--- src/rtl/ebus_pkg.sv ---
//------------------------------------------------------------------------------
// ebus_pkg : shared EBUS types (controller select, function codes, arbiter state)
// Rev 1.0  : initial release
//------------------------------------------------------------------------------
`default_nettype none

package ebus_pkg;

   typedef logic [6:0] tEbusCS;

   typedef enum logic [2:0] {
      EF_CONO      = 3'd0,
      EF_CONI      = 3'd1,
      EF_DATAO     = 3'd2,
      EF_DATAI     = 3'd3,
      EF_PI_SERVED = 3'd4,
      EF_PI_ADDR   = 3'd5,
      EF_DIAG      = 3'd6,
      EF_NOP       = 3'd7
   } tEbusFunc;

   typedef enum logic [1:0] {
      ARB_IDLE    = 2'd0,
      ARB_SETUP   = 2'd1,
      ARB_DEMAND  = 2'd2,
      ARB_RELEASE = 2'd3
   } tArbState;

   // Round-robin successor of the current owner.
   function automatic int rr_next(input int cur, input int n);
      return (cur + 1 >= n) ? 0 : cur + 1;
   endfunction

endpackage

`default_nettype wire

--- src/rtl/ebus_arb_rr_pick.sv ---
//------------------------------------------------------------------------------
// rr_pick : first set request at/after pointer, wrapping; one-hot + index out
// Rev 1.0  : initial release
//------------------------------------------------------------------------------
`default_nettype none

module rr_pick #(
   parameter int NREQ = 4
) (
   input  logic [NREQ-1:0]         req,
   input  logic [$clog2(NREQ)-1:0] ptr,
   output logic [NREQ-1:0]         onehot,
   output logic [$clog2(NREQ)-1:0] index,
   output logic                    any
);

   localparam int IW = $clog2(NREQ);

   int            j;
   logic [IW-1:0] jj;

   // Scan from the farthest offset down so the nearest hit wins.
   always_comb begin
      onehot = '0;
      index  = '0;
      any    = 1'b0;
      j      = 0;
      jj     = '0;
      for (int i = NREQ - 1; i >= 0; i--) begin
         j = int'(ptr) + i;
         if (j >= NREQ) j = j - NREQ;
         jj = IW'(j);
         if (req[jj]) begin
            onehot     = '0;
            onehot[jj] = 1'b1;
            index      = jj;
            any        = 1'b1;
         end
      end
   end

endmodule

`default_nettype wire

--- src/rtl/ebus_arb.sv ---
//------------------------------------------------------------------------------
// ebus_arb : round-robin EBUS owner arbitration and demand/transfer sequencing
//            optional transfer timeout when EBUS_XFER_TIMEOUT_EN is defined
// Rev 1.0  : initial release
//------------------------------------------------------------------------------
`default_nettype none

module ebus_arb
   import ebus_pkg::*;
#(
   parameter int NREQ  = 4,
   parameter int SETUP = 2,
   parameter int TMO   = 1024
) (
   input  logic                 clk,
   input  logic                 CROBAR_N,
   input  logic [NREQ-1:0]      req,
   input  logic [NREQ-1:0][6:0] reqCS,
   input  logic [NREQ-1:0][2:0] reqFunc,
   input  logic [NREQ-1:0]      reqWrite,
   input  logic                 ebusXfer,
   output logic [6:0]           ebusCS,
   output logic [2:0]           ebusFunc,
   output logic                 ebusDemand,
   output logic                 ebusDrive,
   output logic [NREQ-1:0]      grant,
   output logic [NREQ-1:0]      ack,
   output logic [NREQ-1:0]      tmo,
   output logic                 busy
);

   localparam int IW = $clog2(NREQ);
   localparam int SW = $clog2(SETUP + 1);

   if (NREQ < 2 || NREQ > 8 || SETUP < 1 || TMO < 4) begin : g_param_check
      $error("ebus_arb: parameter out of range");
   end

   tArbState        state;
   logic [IW-1:0]   rr_ptr;
   logic [IW-1:0]   owner;
   logic [SW-1:0]   setup_cnt;
   tEbusCS          cs_q;
   logic [NREQ-1:0] pick_oh;
   logic [IW-1:0]   pick_idx;
   logic            pick_any;
   logic            tmo_hit;

   rr_pick #(.NREQ(NREQ)) u_pick (
      .req    (req),
      .ptr    (rr_ptr),
      .onehot (pick_oh),
      .index  (pick_idx),
      .any    (pick_any)
   );

`ifdef EBUS_XFER_TIMEOUT_EN
   localparam int TW = $clog2(TMO + 1);

   logic [TW-1:0] tmo_cnt;

   // Zeroed throughout SETUP so the first DEMAND cycle sees 0; saturates at TMO.
   always_ff @(posedge clk) begin
      if (!CROBAR_N) begin
         tmo_cnt <= '0;
      end else if (state == ARB_SETUP) begin
         tmo_cnt <= '0;
      end else if ((state == ARB_DEMAND || state == ARB_RELEASE) && tmo_cnt != TW'(TMO)) begin
         tmo_cnt <= tmo_cnt + 1'b1;
      end
   end

   assign tmo_hit = (tmo_cnt >= TW'(TMO - 1));
`else
   assign tmo_hit = 1'b0;
`endif

   always_ff @(posedge clk) begin
      if (!CROBAR_N) begin
         state     <= ARB_IDLE;
         rr_ptr    <= '0;
         owner     <= '0;
         setup_cnt <= '0;
         cs_q      <= '0;
         ebusFunc  <= '0;
         ebusDrive <= 1'b0;
         grant     <= '0;
         ack       <= '0;
         tmo       <= '0;
      end else begin
         ack <= '0;
         tmo <= '0;
         case (state)
            ARB_IDLE: begin
               if (pick_any) begin
                  state     <= ARB_SETUP;
                  owner     <= pick_idx;
                  grant     <= pick_oh;
                  cs_q      <= reqCS[pick_idx];
                  ebusFunc  <= reqFunc[pick_idx];
                  ebusDrive <= reqWrite[pick_idx];
                  setup_cnt <= '0;
               end
            end
            ARB_SETUP: begin
               if (setup_cnt == SW'(SETUP - 1)) state <= ARB_DEMAND;
               else setup_cnt <= setup_cnt + 1'b1;
            end
            ARB_DEMAND: begin
               if (ebusXfer) begin
                  ack   <= grant;
                  state <= ARB_RELEASE;
               end else if (tmo_hit) begin
                  tmo   <= grant;
                  state <= ARB_RELEASE;
               end
            end
            ARB_RELEASE: begin
               if (!ebusXfer || tmo_hit) begin
                  state     <= ARB_IDLE;
                  grant     <= '0;
                  ebusDrive <= 1'b0;
                  cs_q      <= '0;
                  ebusFunc  <= '0;
                  rr_ptr    <= IW'(rr_next(int'(owner), NREQ));
               end
            end
            default: state <= ARB_IDLE;
         endcase
      end
   end

   assign ebusCS     = cs_q;
   assign ebusDemand = (state == ARB_DEMAND);
   assign busy       = (state != ARB_IDLE);

endmodule

`default_nettype wire

--- config.mk ---
export PLATFORM = sky130hd
export DESIGN_NAME = ebus_arb
export DESIGN_NICKNAME = d
export VERILOG_FILES = /design/src/rtl/ebus_pkg.sv /design/src/rtl/ebus_arb_rr_pick.sv /design/src/rtl/ebus_arb.sv
export SDC_FILE = /design/constraint.sdc
export NUM_CORES = 1
export LEC_CHECK = 0
export CAP_MARGIN = 20
export CORE_UTILIZATION = 48
export CTS_CLUSTER_DIAMETER = 80
export DETAILED_ROUTE_END_ITERATION = 16
export PLACE_DENSITY = 0.84
export SYNTH_ARGS = -nofsm -noshare
export SYNTH_HDL_FRONTEND = slang
export SYNTH_SLANG_ARGS = --single-unit
--- constraint.sdc ---
create_clock -name clk -period 3.5 [get_ports clk]
set_clock_uncertainty 0.05 [all_clocks]
set_input_delay 0.7 -clock clk [delete_from_list [all_inputs] [get_ports clk]]
set_output_delay 0.7 -clock clk [all_outputs]
set_load 0.01 [all_outputs]
After elaboration in Yosys (flattened, before gate mapping)
Cells that the tools add are included.

storage, ports and cells
  register bits after elaboration = 27
  output and inout bits = 25
  word-level logic and storage cells = 116

operators by class
  add/sub/neg operators = 9
  magnitude comparators = 14
  equality and inequality tests = 9
  mux-type cells = 59
  bitwise operators = 1
  reduce and logical (&&, ||, !) cells = 15

operators with widths
  cell                                                               count
  two-way mux 2 bit                                                  15
  two-way mux 4 bit                                                  6
  two-way mux 7 bit                                                  3
  less-than comparator 2 x 3 -> 1 bit, second input constant         5
  two-way mux 1 bit                                                  15
  binary-select mux 7 bit (select 2 bit)                             1
  case mux 7 bit (2 select lines)                                    1
  greater-or-equal comparator 3 bit, second input constant           4
  binary-select mux 1 bit (select 2 bit)                             5
  inequality test 2 bit, second input constant                       5
  two-way mux 3 bit                                                  3
  demux 1 bit (select 2 bit)                                         4
  greater-or-equal comparator 2 x 1 -> 1 bit, second input constant  4
  case mux 2 bit (4 select lines)                                    1
  case mux 4 bit (2 select lines)                                    1
  AND reduction 2 bit                                                4
  subtractor 2 x 1 -> 2 bit, second input constant                   4
  adder 2 x 1 -> 3 bit, second input constant                        2
  adder 2 x 2 -> 3 bit, second input constant                        2
  binary-select mux 3 bit (select 2 bit)                             1
  case mux 3 bit (2 select lines)                                    1
  AND reduction 3 bit                                                2
  nonzero test 2 bit                                                 3
  == test 2 x 1 -> 1 bit, second input constant                      2
  other kinds (9)                                                    13

Depth between registers and ports, before layout
  depth in word-level cells = 13
  depth in mapped cells = 12

Hierarchy
A second synthesis with hierarchy kept.

second synthesis, totals
  cells, all modules = 221
  area total of the unflattened synthesis = 2225.9 um^2

by module, submodules not included
  module    times used  cells each  area each (um^2)  seq. area each (um^2)
  ebus_arb  1           136         1542.7            540.5
  rr_pick   1           85          683.2             0.0

Worst setup path before layout
OpenSTA, ideal clock, no wires.

  path kind = reg-to-reg
  start point = reg rr_ptr[0]
  end point = reg ebusFunc[1]
  setup time = 0.122 ns
  arrival time = 3.067 ns
  data required time = 3.328 ns
  path slack = 0.261 ns
  stages on the path, launching flop included = 12
  cells stage by stage = dfxtp_1 -> buf_2 -> inv_1 -> clkbuf_1 -> ha_1 -> buf_2 -> mux4_2 -> o21ba_2 -> or3_1 -> buf_2 -> o221a_2 -> a221o_1

between the ends
  cells in the longest elaborated chain, start to end = 13
  elaborated cells between the ends (all ways) = 37

ends and longest elaborated chain
  item                                                                            line                    text
  from (decl)                                                                     ebus_arb.sv:40          logic [IW-1:0] rr_ptr;
  from (signal assigned)                                                          ebus_arb.sv:125         rr_ptr <= IW'(rr_next(int'(owner), NREQ));
  adder 2 x 2 -> 3 bit                                                            ebus_arb_rr_pick.sv:30  j = int'(ptr) + i;
  greater-or-equal comparator 3 bit or subtractor 2 x 1 -> 2 bit (tied branches)  ebus_arb_rr_pick.sv:31  if (j >= NREQ) j = j - NREQ;
  two-way mux 2 bit                                                               ebus_arb_rr_pick.sv:31
  binary-select mux 1 bit (select 2 bit)                                          ebus_arb_rr_pick.sv:33  if (req[jj]) begin
  two-way mux 1 bit (implied by the code)                                         ebus_arb_rr_pick.sv:33
  two-way mux 2 bit (4 in a row)                                                  ebus_arb_rr_pick.sv:33
  binary-select mux 3 bit (select 2 bit)                                          ebus_arb.sv:100         ebusFunc <= reqFunc[pick_idx];
  two-way mux 3 bit (implied by the code)                                         ebus_arb.sv:100
  two-way mux 3 bit                                                               ebus_arb.sv:95          if (pick_any) begin
  case mux 3 bit (2 select lines)                                                 ebus_arb.sv:93          case (state)
  to (signal assigned)                                                            ebus_arb.sv:100
  to (decl)                                                                       ebus_arb.sv:23          output logic [2:0] ebusFunc,

Several ways; a longest one is shown, not always the timed one. The select of a mux whose other input is x is not followed.
A chain may end at the register's enable or synchronous reset.

Worst setup path after layout
  start point = in req[3]
  end point = reg ebusDrive

between the ends
  cells in the longest elaborated chain, start to end = 10
  elaborated cells between the ends (all ways) = 22

ends and longest elaborated chain
  item                                     line                    text
  from (decl)                              ebus_arb.sv:17          input logic [NREQ-1:0] req,
  binary-select mux 1 bit (select 2 bit)   ebus_arb_rr_pick.sv:33
  two-way mux 1 bit (implied by the code)  ebus_arb_rr_pick.sv:33
  two-way mux 2 bit (4 in a row)           ebus_arb_rr_pick.sv:33
  binary-select mux 1 bit (select 2 bit)   ebus_arb.sv:101         ebusDrive <= reqWrite[pick_idx];
  two-way mux 1 bit (implied by the code)  ebus_arb.sv:101
  two-way mux 1 bit                        ebus_arb.sv:95
  case mux 1 bit (2 select lines)          ebus_arb.sv:93
  to (signal assigned)                     ebus_arb.sv:101
  to (decl)                                ebus_arb.sv:25          output logic ebusDrive,

Several ways; a longest one is shown, not always the timed one. The select of a mux whose other input is x is not followed.

==> flow_metrics.py <==
metrics = {
    "job": {
        "max-cap-violations": 0,
    },
    "power": {
        "leakagePower_nw": 1.26,
        "power_density_nw_per_um2": 445,
        "ir_worst_vdd_mv": 0.196,
        "totalPowerFinal_mw": 1.54,
    },
    "worst_setup_path": {
        "cp.required_ps": 3680,
        "worstPathMaxFanout": 13,
        "worst_setup_path_end_kind": "flip-flop",
        "crit_arrival_ps": 3200,
        "path_buf_inv": 2,
        "crit_family": "buffers and inverters",
        "path_class": "primary input to flip-flop",
        "cp_cell_sequence": "clkdlybuf4s50_1, mux4_2, o21ba_2, buf_4, or4b_2, a41oi_1, a221o_1",
        "cp-start-kind": "primary input",
        "crit_path_max_incr_delay_ps": 610,
        "slowest_stage": "or4b_2",
    },
    "floorplan": {
        "rows": 26,
        "core_sq_um": 5170,
        "initial_core_util": 0.502,
        "die_h_um": 75.5,
        "die_w_um": 75.5,
        "dieArea_sq_um": 5710,
        "ios": 76,
    },
    "timing": {
        "finalHoldViolCount": 0,
        "setup_ws_ps": 476,
        "rsz0062_at_grt": "false",
        "min_period_ps": 3020,
        "slew_headroom": 0.609,
        "slew_violations": 0,
        "worst_pin_slew_ps": 582,
        "fmax_ghz": 0.331,
        "fin_setup_tns_ps": 0,
        "fin_crit_sh": 0.864,
        "setup_violations": 0,
    },
    "layout": {
        "final_area_sq_um": 3470,
        "fillers": 405,
        "drive_above_1_share": 0.0939,
        "nNetsFinal": 461,
        "final_core_util": 0.670,
        "synthToLayoutAreaGrowth_pct": 33.5,
        "antenna_cells": 0,
    },
    "logic_synthesis": {
        "netlist_area_sq_um": 2600,
        "ys_types": 50,
        "syn_inst": 327,
        "avgSynthCellArea_sq_um": 7.94,
        "seq_area_frac_synth": 0.208,
        "synth-seq-cells": 27,
        "yosys.area.top_type": "dfxtp_1",
        "synth-edff-count": 0,
        "async_reset_ff_frac": 0,
        "synth.yosys.warnings": 0,
        "ys.flop_type": "dfxtp_1",
        "synth_top_area_share": 0.208,
        "synth_area_leaders": "dfxtp_1 21%, ha_1 7.2%, mux2i_1 5.4%",
    },
    "global_route": {
        "grt_max_degree": 57,
        "antenna_found_initial": 0,
        "grt_pass1_vias": 2465,
        "grt_overflow": 0,
        "grt_use_total": 0.262,
        "grt_pass1_wl_um": 11600,
    },
    "clock_tree": {
        "cts_buffer_depth": 2,
        "ctsRootBufferMaster": "clkbuf_8",
        "cts-buffers-inserted": 3,
        "ctsHoldBuffers": 0,
        "clk_pin_slew_ps": 100,
        "cts_sinks": 27,
        "ctsResizeCount": 0,
        "cts_tree": "built",
        "cts_setup_buffers": 0,
        "clk_latency_ps": 280,
        "h-tree-depth": 1,
    },
    "placement": {
        "pre_cts_slack_ps": 21.2,
        "hpwl_um": 5310,
        "globalplace.congestion": 0.865,
        "port_buffers": 71,
        "place_area_sq_um": 3410,
    },
    "drt": {
        "avgRoutedWirePerCell_um": 15.5,
        "ant_nets": 0,
        "remaining_drc_errors": 0,
        "drt_pass1_iterations": 5,
        "vias": 2864,
        "wl_um": 7210,
        "drtIter0Drc": 254,
        "avgViaCountPerCell": 6.17,
    },
    "status": {
        "outcome": "complete, no violations",
    },
    "hold_path": {
        "min_path_type": "flip-flop to flip-flop",
    },
}
[worst min-delay path, delay by kind of cell, from the launching register on]
kind            cells  cell delay [ps]
compound gates      1               50
flops               1              340
simple gates        1               60
[cell type report]
cell class	count	area [sq um]	area share
inverter	19	71.3	0.0206
multi-input combinational	252	1840	0.530
clock buffer	3	41.3	0.0119
sequential	27	542	0.156
tap	70	87.6	0.0253
clock inverter	1	7.51	0.00217
timing repair buffer	92	878	0.253
[placed cells by master, fill, tap and decap left out, drive strengths merged, types with 12 or more instances in the layout]
cell type,n
a221oi,14
and2,20
buf,21
clkdlybuf4s50,71
dfxtp,27
ha,15
inv,18
mux2i,14
nand2,15
nand3,13
nor2,23
nor3,12
o21ai,18
[stage by stage]
stage               hold WS [ps]  std cells
floorplan                    400        330
detailed placement           419        459
global placement             413        459
CTS                          433        463
finish                       431        464
global route                 452        464
[kinds of logic after synthesis]
group / Yosys count / share of synthesized area
AOI/OAI and AO/OA: 102 / 0.311
muxes: 19 / 0.0887
buffers and inverters: 51 / 0.0877
other: 1 / 0.00144
and+or+nand+nor: 112 / 0.231
DFF: 27 / 0.208
adders and majority gates: 15 / 0.0723
[power breakdown]
part / internal [mW] / switching [mW]
Combinational: 0.461 / 0.443
Sequential: 0.395 / 0.0575
Clock: 0.0811 / 0.105
[final timing paths]
kind | startpoint | endpoint | slack, ps | cells past startpoint
worst max-delay path | req[3] | ebusDrive$_SDFFE_PN0P_ | 480 | 7
worst min-delay path | owner[0]$_SDFFE_PN0P_ | owner[0]$_SDFFE_PN0P_ | 430 | 2
worst max register to register | rr_ptr[0]$_SDFFE_PN0P_ | ebusDrive$_SDFFE_PN0P_ | 660 | 8
worst min register to register | owner[0]$_SDFFE_PN0P_ | owner[0]$_SDFFE_PN0P_ | 430 | 2
[layer usage]
layer,share of wire,vias up,GRT usage
li1,-,1370,-
met1,0.46,1316,0.375
met2,0.44,165,0.407
met3,0.085,13,0.0357
met4,0.017,0,0.0823
met5,0,-,0
[cells in the mapped netlist (3+ instances only)]
cell type  count
mux2i_1       14
buf_4          4
nor3b_1       10
a2111oi_0     10
nor3_1        12
nand2_1       15
a211oi_1       3
clkbuf_1      20
nor2b_1        6
o21ai_0       18
buf_2          5
o221a_1        9
nand3_1       13
a21oi_1        7
a221oi_1      14
and2_1        20
dfxtp_1       27
nor2_1        23
a311o_1        4
a221o_1       11
a31oi_1       11
nand2b_1       4
inv_1         18
mux4_2         3
ha_1          15
[sequential cells by signal, indices dropped and copies added (netlist names)]
name and flops:
ebusDrive 1, ebusFunc 3, owner 2, ebusCS 7, ack 4, grant 4, setup_cnt 2, rr_ptr 2
state 2
Power figures use the tool's default switching activity.
==> edit 1: new RTL, config.mk and constraints unchanged <==
Set the parameter `SETUP` to 4 (it was 2).
--- a/src/rtl/ebus_arb.sv
+++ b/src/rtl/ebus_arb.sv
@@ -9,7 +9,7 @@
    import ebus_pkg::*;
 #(
    parameter int NREQ  = 4,
-   parameter int SETUP = 2,
+   parameter int SETUP = 4,
    parameter int TMO   = 1024
 ) (
    input  logic                 clk,
Function: changed (a bounded check fails within 4 cycles, from zero or initial values).
==> edit 1 against the original RTL <==
Design area down 21%; sequential cell count up 1; clock power up 7%; combinational power down 27%; register-to-register slack better by 0.06 ns; synthesized cell count down 30%; worst hold slack worse by 0.0031 ns; total power down 16%; die area down 23%; area after synthesis down 24%; wire length down 31%; non-clock buffer count down 14; setup slack better by 0.25 ns; first-iteration DRC count down 68%; largest cell class unchanged; largest power group unchanged; highest routed layer unchanged.
==> edit 1: results (changes against the original RTL) <==
Met3 routed WL = 274 um (was 612 um)
Setup bufs post-CTS = 0 (unchanged)
Worst R2R Path Depth = 9 (was 8)
NetSw = 459 uW (was 605 uW)
Vias in the first global route = 1768 (was 2465)
Fill count = 331 (was 405)
Largest net degree at the start of global routing = 17 (was 57)
Met1 WL = 2220 um (was 3300 um)
Min-Delay Startpoint = grant[3]$_SDFFE_PN0P_ (was owner[0]$_SDFFE_PN0P_)
Clock latency on the worst-skew pair = 0.27 ns
Largest cells by area after synthesis = dfxtp_1 (28%), ha_1 (10%), mux2i_1 (7.6%), a211o_1 (4.9%), o211ai_1 (4.2%) (was dfxtp_1 (21%), ha_1 (7.2%), mux2i_1 (5.4%), and2_1 (4.8%), a221oi_1 (4.7%))
Wire per inst = 14.5 um (was 15.5 um)
Top Metal Used = met4 (unchanged)
Count of different cell masters after synthesis = 40 (was 50)
Tot GR Track Use = 0.239 (was 0.262)
TritonCTS buffer count = 3 (unchanged)
Total number of yosys warnings = 0 (unchanged)
Hold EP = grant[3]$_SDFFE_PN0P_ (was owner[0]$_SDFFE_PN0P_)
CP max FO = 11 (was 13)
Root Buffer = clkbuf_8 (unchanged)
IO Port Bufs = 71 (unchanged)
Detailed placement HPWL = 3720 um (was 5310 um)
Hold Path Depth = 2 (unchanged)
Fraction of registers with async set/reset = 0 (unchanged)
Status = completed (unchanged)
Worst path slowest cell = dfxtp_1 (was or4b_2)
Initial DRC count = 82 (was 254)
Worst R2R Setup Slack = 0.72 ns (was 0.66 ns)
Worst hold path class = reg -> reg (unchanged)
Dominant synthesized flop cell = dfxtp_1 (unchanged)
Nets = 364 (was 461)
Leak pwr = 0.00105 uW (was 0.00126 uW)
H-tree level count = 1 (unchanged)
CTS max path bufs = 2 (unchanged)
CP max stage delay = 0.51 ns (was 0.61 ns)
Delay-heaviest family, CP = multiplexers (was buffers and inverters)
Met2 Wirelength = 2470 um (was 3180 um)
ANT cells = 0 (unchanged)
CTS resizes = 0 (unchanged)
Via-to-Cell Ratio = 5.54 (was 6.17)
Share of cells above drive strength 1 = 0.0642 (was 0.0939)
Max FFs per register = 7 (unchanged)
Clk slew on worst S/H paths = 0.09 ns
Slew HR = 0.645 (was 0.609)
Worst VDD drop = 0.000343 V (was 0.000196 V)
Commonest cells in the netlist = dfxtp_1 (28), nand2_1 (21), ha_1 (16), mux2i_1 (15), o21ai_0 (15) (was dfxtp_1 (27), nor2_1 (23), and2_1 (20), clkbuf_1 (20))
First-pass DRT Iterations = 4 (was 5)
RR Startpoint = rr_ptr[1]$_SDFFE_PN0P_ (was rr_ptr[0]$_SDFFE_PN0P_)
Antenna violations before repair = 0 (unchanged)
RePlAce Congestion = 0.844 (was 0.865)
Worst path arrival time = 2.88 ns (was 3.20 ns)
Seq/Total Area, Yosys = 0.284 (was 0.208)
Reg2Reg Capture Point = ebusFunc[1]$_SDFFE_PN0P_ (was ebusDrive$_SDFFE_PN0P_)
Global-route wire length before repair = 8080 um (was 11600 um)
edit 1: logic make-up (layout without fill, tap and decap cells):
kind of cell    Yosys count  in the layout  synth area share
flops                    28             28             0.284
compound gates           67             67             0.238
simple gates             72             72             0.179
buf+inv                  28             91            0.0861
fa+ha+maj                16             16             0.101
other cells               1              4           0.00190
mux                      18             18             0.110
edit 1: layout make-up:
class	instances	area, um2	share of cell area
clock buffer	4	55.1	0.0201
multi-input combinational	177	1260	0.462
tap	48	60.1	0.0219
timing repair buffer	78	763	0.279
inverter	9	33.8	0.0123
sequential	28	561	0.205
edit 1: worst max-delay path by stage:
stage / startpoint / to / slack, ns
after floorplan: rr_ptr[0]$_SDFFE_PN0P_ / ebusCS[0]$_SDFFE_PN0P_ / 0.84
after global placement: req[2] / ebusCS[4]$_SDFFE_PN0P_ / 0.56
after detailed placement: req[2] / ebusFunc[1]$_SDFFE_PN0P_ / 0.50
after CTS: rr_ptr[1]$_SDFFE_PN0P_ / ebusFunc[1]$_SDFFE_PN0P_ / 0.74
after global routing: rr_ptr[1]$_SDFFE_PN0P_ / ebusDrive$_SDFFE_PN0P_ / 0.57
final: rr_ptr[1]$_SDFFE_PN0P_ / ebusFunc[1]$_SDFFE_PN0P_ / 0.72
edit 1: routing by layer:
| metal | track usage | vias up |
|---|---|---|
| li1 | - | 957 |
| met1 | 0.308 | 880 |
| met2 | 0.413 | 65 |
| met3 | 0.0414 | 4 |
| met4 | 0.0532 | 0 |
| met5 | 0 | - |
edit 1: tightest hold or removal path: stages, from the launching register on:
cell     delay [ns]
dfxtp_1        0.33
nand2_1        0.05
o21ai_0        0.06
edit 1: per-stage QoR:
stage	utilization	area (um2)	instances	hold slack, ns	setup slack [ns]
2_1_floorplan	-	1990	233	0.395	0.836
3_3_place_gp	0.706	2680	340	0.404	0.558
3_5_place_dp	0.706	2680	340	0.414	0.499
4_1_cts	0.720	2740	344	0.434	0.739
5_1_grt	0.720	2740	344	0.460	0.567
6_report	0.720	2740	344	0.428	0.724
edit 1: power by group through the flow:
| stage | Combinational (uW) | Sequential (uW) | Clock (uW) |
|---|---|---|---|
| floorplan | 374 | 459 | 0 |
| global placement | 639 | 436 | 0 |
| detailed placement | 656 | 439 | 0 |
| CTS | 661 | 432 | 207 |
| global route | 722 | 442 | 217 |
| finish | 657 | 432 | 199 |
==> edit 2: new RTL, same flow settings <==
Without the edit above. Encoding of `tArbState`: now Gray code (2 bits for 4 states).
--- a/src/rtl/ebus_pkg.sv
+++ b/src/rtl/ebus_pkg.sv
@@ -20,10 +20,10 @@
    } tEbusFunc;
 
    typedef enum logic [1:0] {
-      ARB_IDLE    = 2'd0,
-      ARB_SETUP   = 2'd1,
-      ARB_DEMAND  = 2'd2,
-      ARB_RELEASE = 2'd3
+      ARB_IDLE    = 2'b00,
+      ARB_SETUP   = 2'b01,
+      ARB_DEMAND  = 2'b11,
+      ARB_RELEASE = 2'b10
    } tArbState;
 
    // Round-robin successor of the current owner.
Function: no difference found for any inputs over 10 cycles, from zero or initial values; not proved beyond that.
==> edit 2 against the original RTL <==
Area after synthesis down 26%; register-to-register slack lost 0.03 ns; sequential share of layout area is 4.7 points higher; critical endpoint is now ebusCS[5]$_SDFFE_PN0P_; clock power down 6%; sequential cell count unchanged; wire length shrank 36%; total power is 49% lower; first-iteration DRC count down 72%; global-route usage is 3.7 points lower; design area fell by 23%; setup slack improved by 0.15 ns.
==> edit 2: results (changes against the original RTL) <==
Status = completed (unchanged)
Worst path arrival time = 2.95 ns (was 3.20 ns)
Slew Limit Fails = 0 (unchanged)
Largest cells by area after synthesis = dfxtp_1 (28%), mux2i_1 (7.3%), ha_1 (6.5%), o21ai_0 (4.9%), nand2_1 (4.7%) (was dfxtp_1 (21%), ha_1 (7.2%), mux2i_1 (5.4%), and2_1 (4.8%), a221oi_1 (4.7%))
Detailed placement HPWL = 3580 um (was 5310 um)
Global-route wire length before repair = 7580 um (was 11600 um)
Count of different cell masters after synthesis = 47 (was 50)
CTS max path bufs = 2 (unchanged)
First-pass DRT Iterations = 4 (was 5)
Total Wirelength = 4600 um (was 7210 um)
Initial DRC count = 70 (was 254)
Worst R2R Path Depth = 8 (unchanged)
Hold Path Depth = 2 (unchanged)
Largest net degree at the start of global routing = 19 (was 57)
Max FFs per register = 7 (unchanged)
Effective utilization at floorplan = 0.515 (was 0.502)
CP max FO = 18 (was 13)
Tot GR Track Use = 0.225 (was 0.262)
NetSw = 222 uW (was 605 uW)
ANT cells = 0 (unchanged)
DR vias = 1808 (was 2864)
Slew HR = 0.609 (about the same)
Placed cell count = 336 (was 459)
Seq/Total Area, Yosys = 0.281 (was 0.208)
Share of cells above drive strength 1 = 0.0788 (was 0.0939)
Placed standard-cell area = 2620 um2 (was 3410 um2)
Worst hold path class = reg -> reg (unchanged)
Vias in the first global route = 1678 (was 2465)
RePlAce Congestion = 0.784 (was 0.865)
Commonest cells in the netlist = dfxtp_1 (27), nand2_1 (24), o21ai_0 (19), mux2i_1 (14), nor2_1 (13) (was dfxtp_1 (27), nor2_1 (23), and2_1 (20), clkbuf_1 (20))
Fraction of registers with async set/reset = 0 (unchanged)
Wire per inst = 13.5 um (was 15.5 um)
Cells after Synth = 228 (was 327)
IO Port Bufs = 71 (unchanged)
Worst VDD drop = 0.000159 V (was 0.000196 V)
Leak pwr = 0.00101 uW (was 0.00126 uW)
Nets = 354 (was 461)
Fill count = 328 (was 405)
Dpl ws = 0.394 ns (was 0.0212 ns)
Fin crit period = 2.87 ns (was 3.02 ns)
Setup bufs post-CTS = 0 (unchanged)
## edit 2: final cells by class
cell class,instances,area (um2),share of cell area
flip-flops and latches,27,541,0.203
inverters,5,18.8,0.00704
repair buffers,76,748,0.281
well taps,48,60.1,0.0225
multi-input cells,180,1250,0.470
clock buffers,4,45.0,0.0169
## edit 2: power groups by stage
| stage | clock, uW | combinational [uW] | sequential (uW) |
|---|---|---|---|
| 6_report | 175 | 265 | 349 |
| 3_5_place_dp | 0 | 264 | 356 |
| 4_1_cts | 178 | 265 | 349 |
| 5_1_grt | 196 | 291 | 352 |
| 2_1_floorplan | 0 | 143 | 364 |
| 3_3_place_gp | 0 | 261 | 355 |
## edit 2: logic make-up after synthesis
group | share of synthesized area
flops | 0.281
fa+ha+maj | 0.0649
simple gates | 0.216
buf+inv | 0.0753
mux | 0.119
other cells | 0.00195
compound gates | 0.242
## edit 2: worst paths after layout
check	slack, ns	startpoint	endpoint
worst min-delay path	0.42	ebusFunc[1]$_SDFFE_PN0P_	ebusFunc[1]$_SDFFE_PN0P_
worst min register to register	0.42	ebusFunc[1]$_SDFFE_PN0P_	ebusFunc[1]$_SDFFE_PN0P_
worst max-delay path	0.63	rr_ptr[0]$_SDFFE_PN0P_	ebusCS[5]$_SDFFE_PN0P_
worst max register to register	0.63	rr_ptr[0]$_SDFFE_PN0P_	ebusCS[5]$_SDFFE_PN0P_
## edit 2: layer usage
metal  GRT usage  wire length, um  vias up
met2       0.397             2350       39
met4      0.0734               51        0
met5           0                0        -
met3      0.0208              173        4
li1            -                -      943
met1       0.284             2030      822
## edit 2: worst max-delay path: stages, from the launching register on
cell and delay, ns:
dfxtp_1 0.36, inv_1 0.14, ha_1 0.52, mux4_2 0.62, nand2b_4 0.18, a21o_4 0.28, nand2_4 0.20, mux2i_1 0.24
o221ai_1 0.15
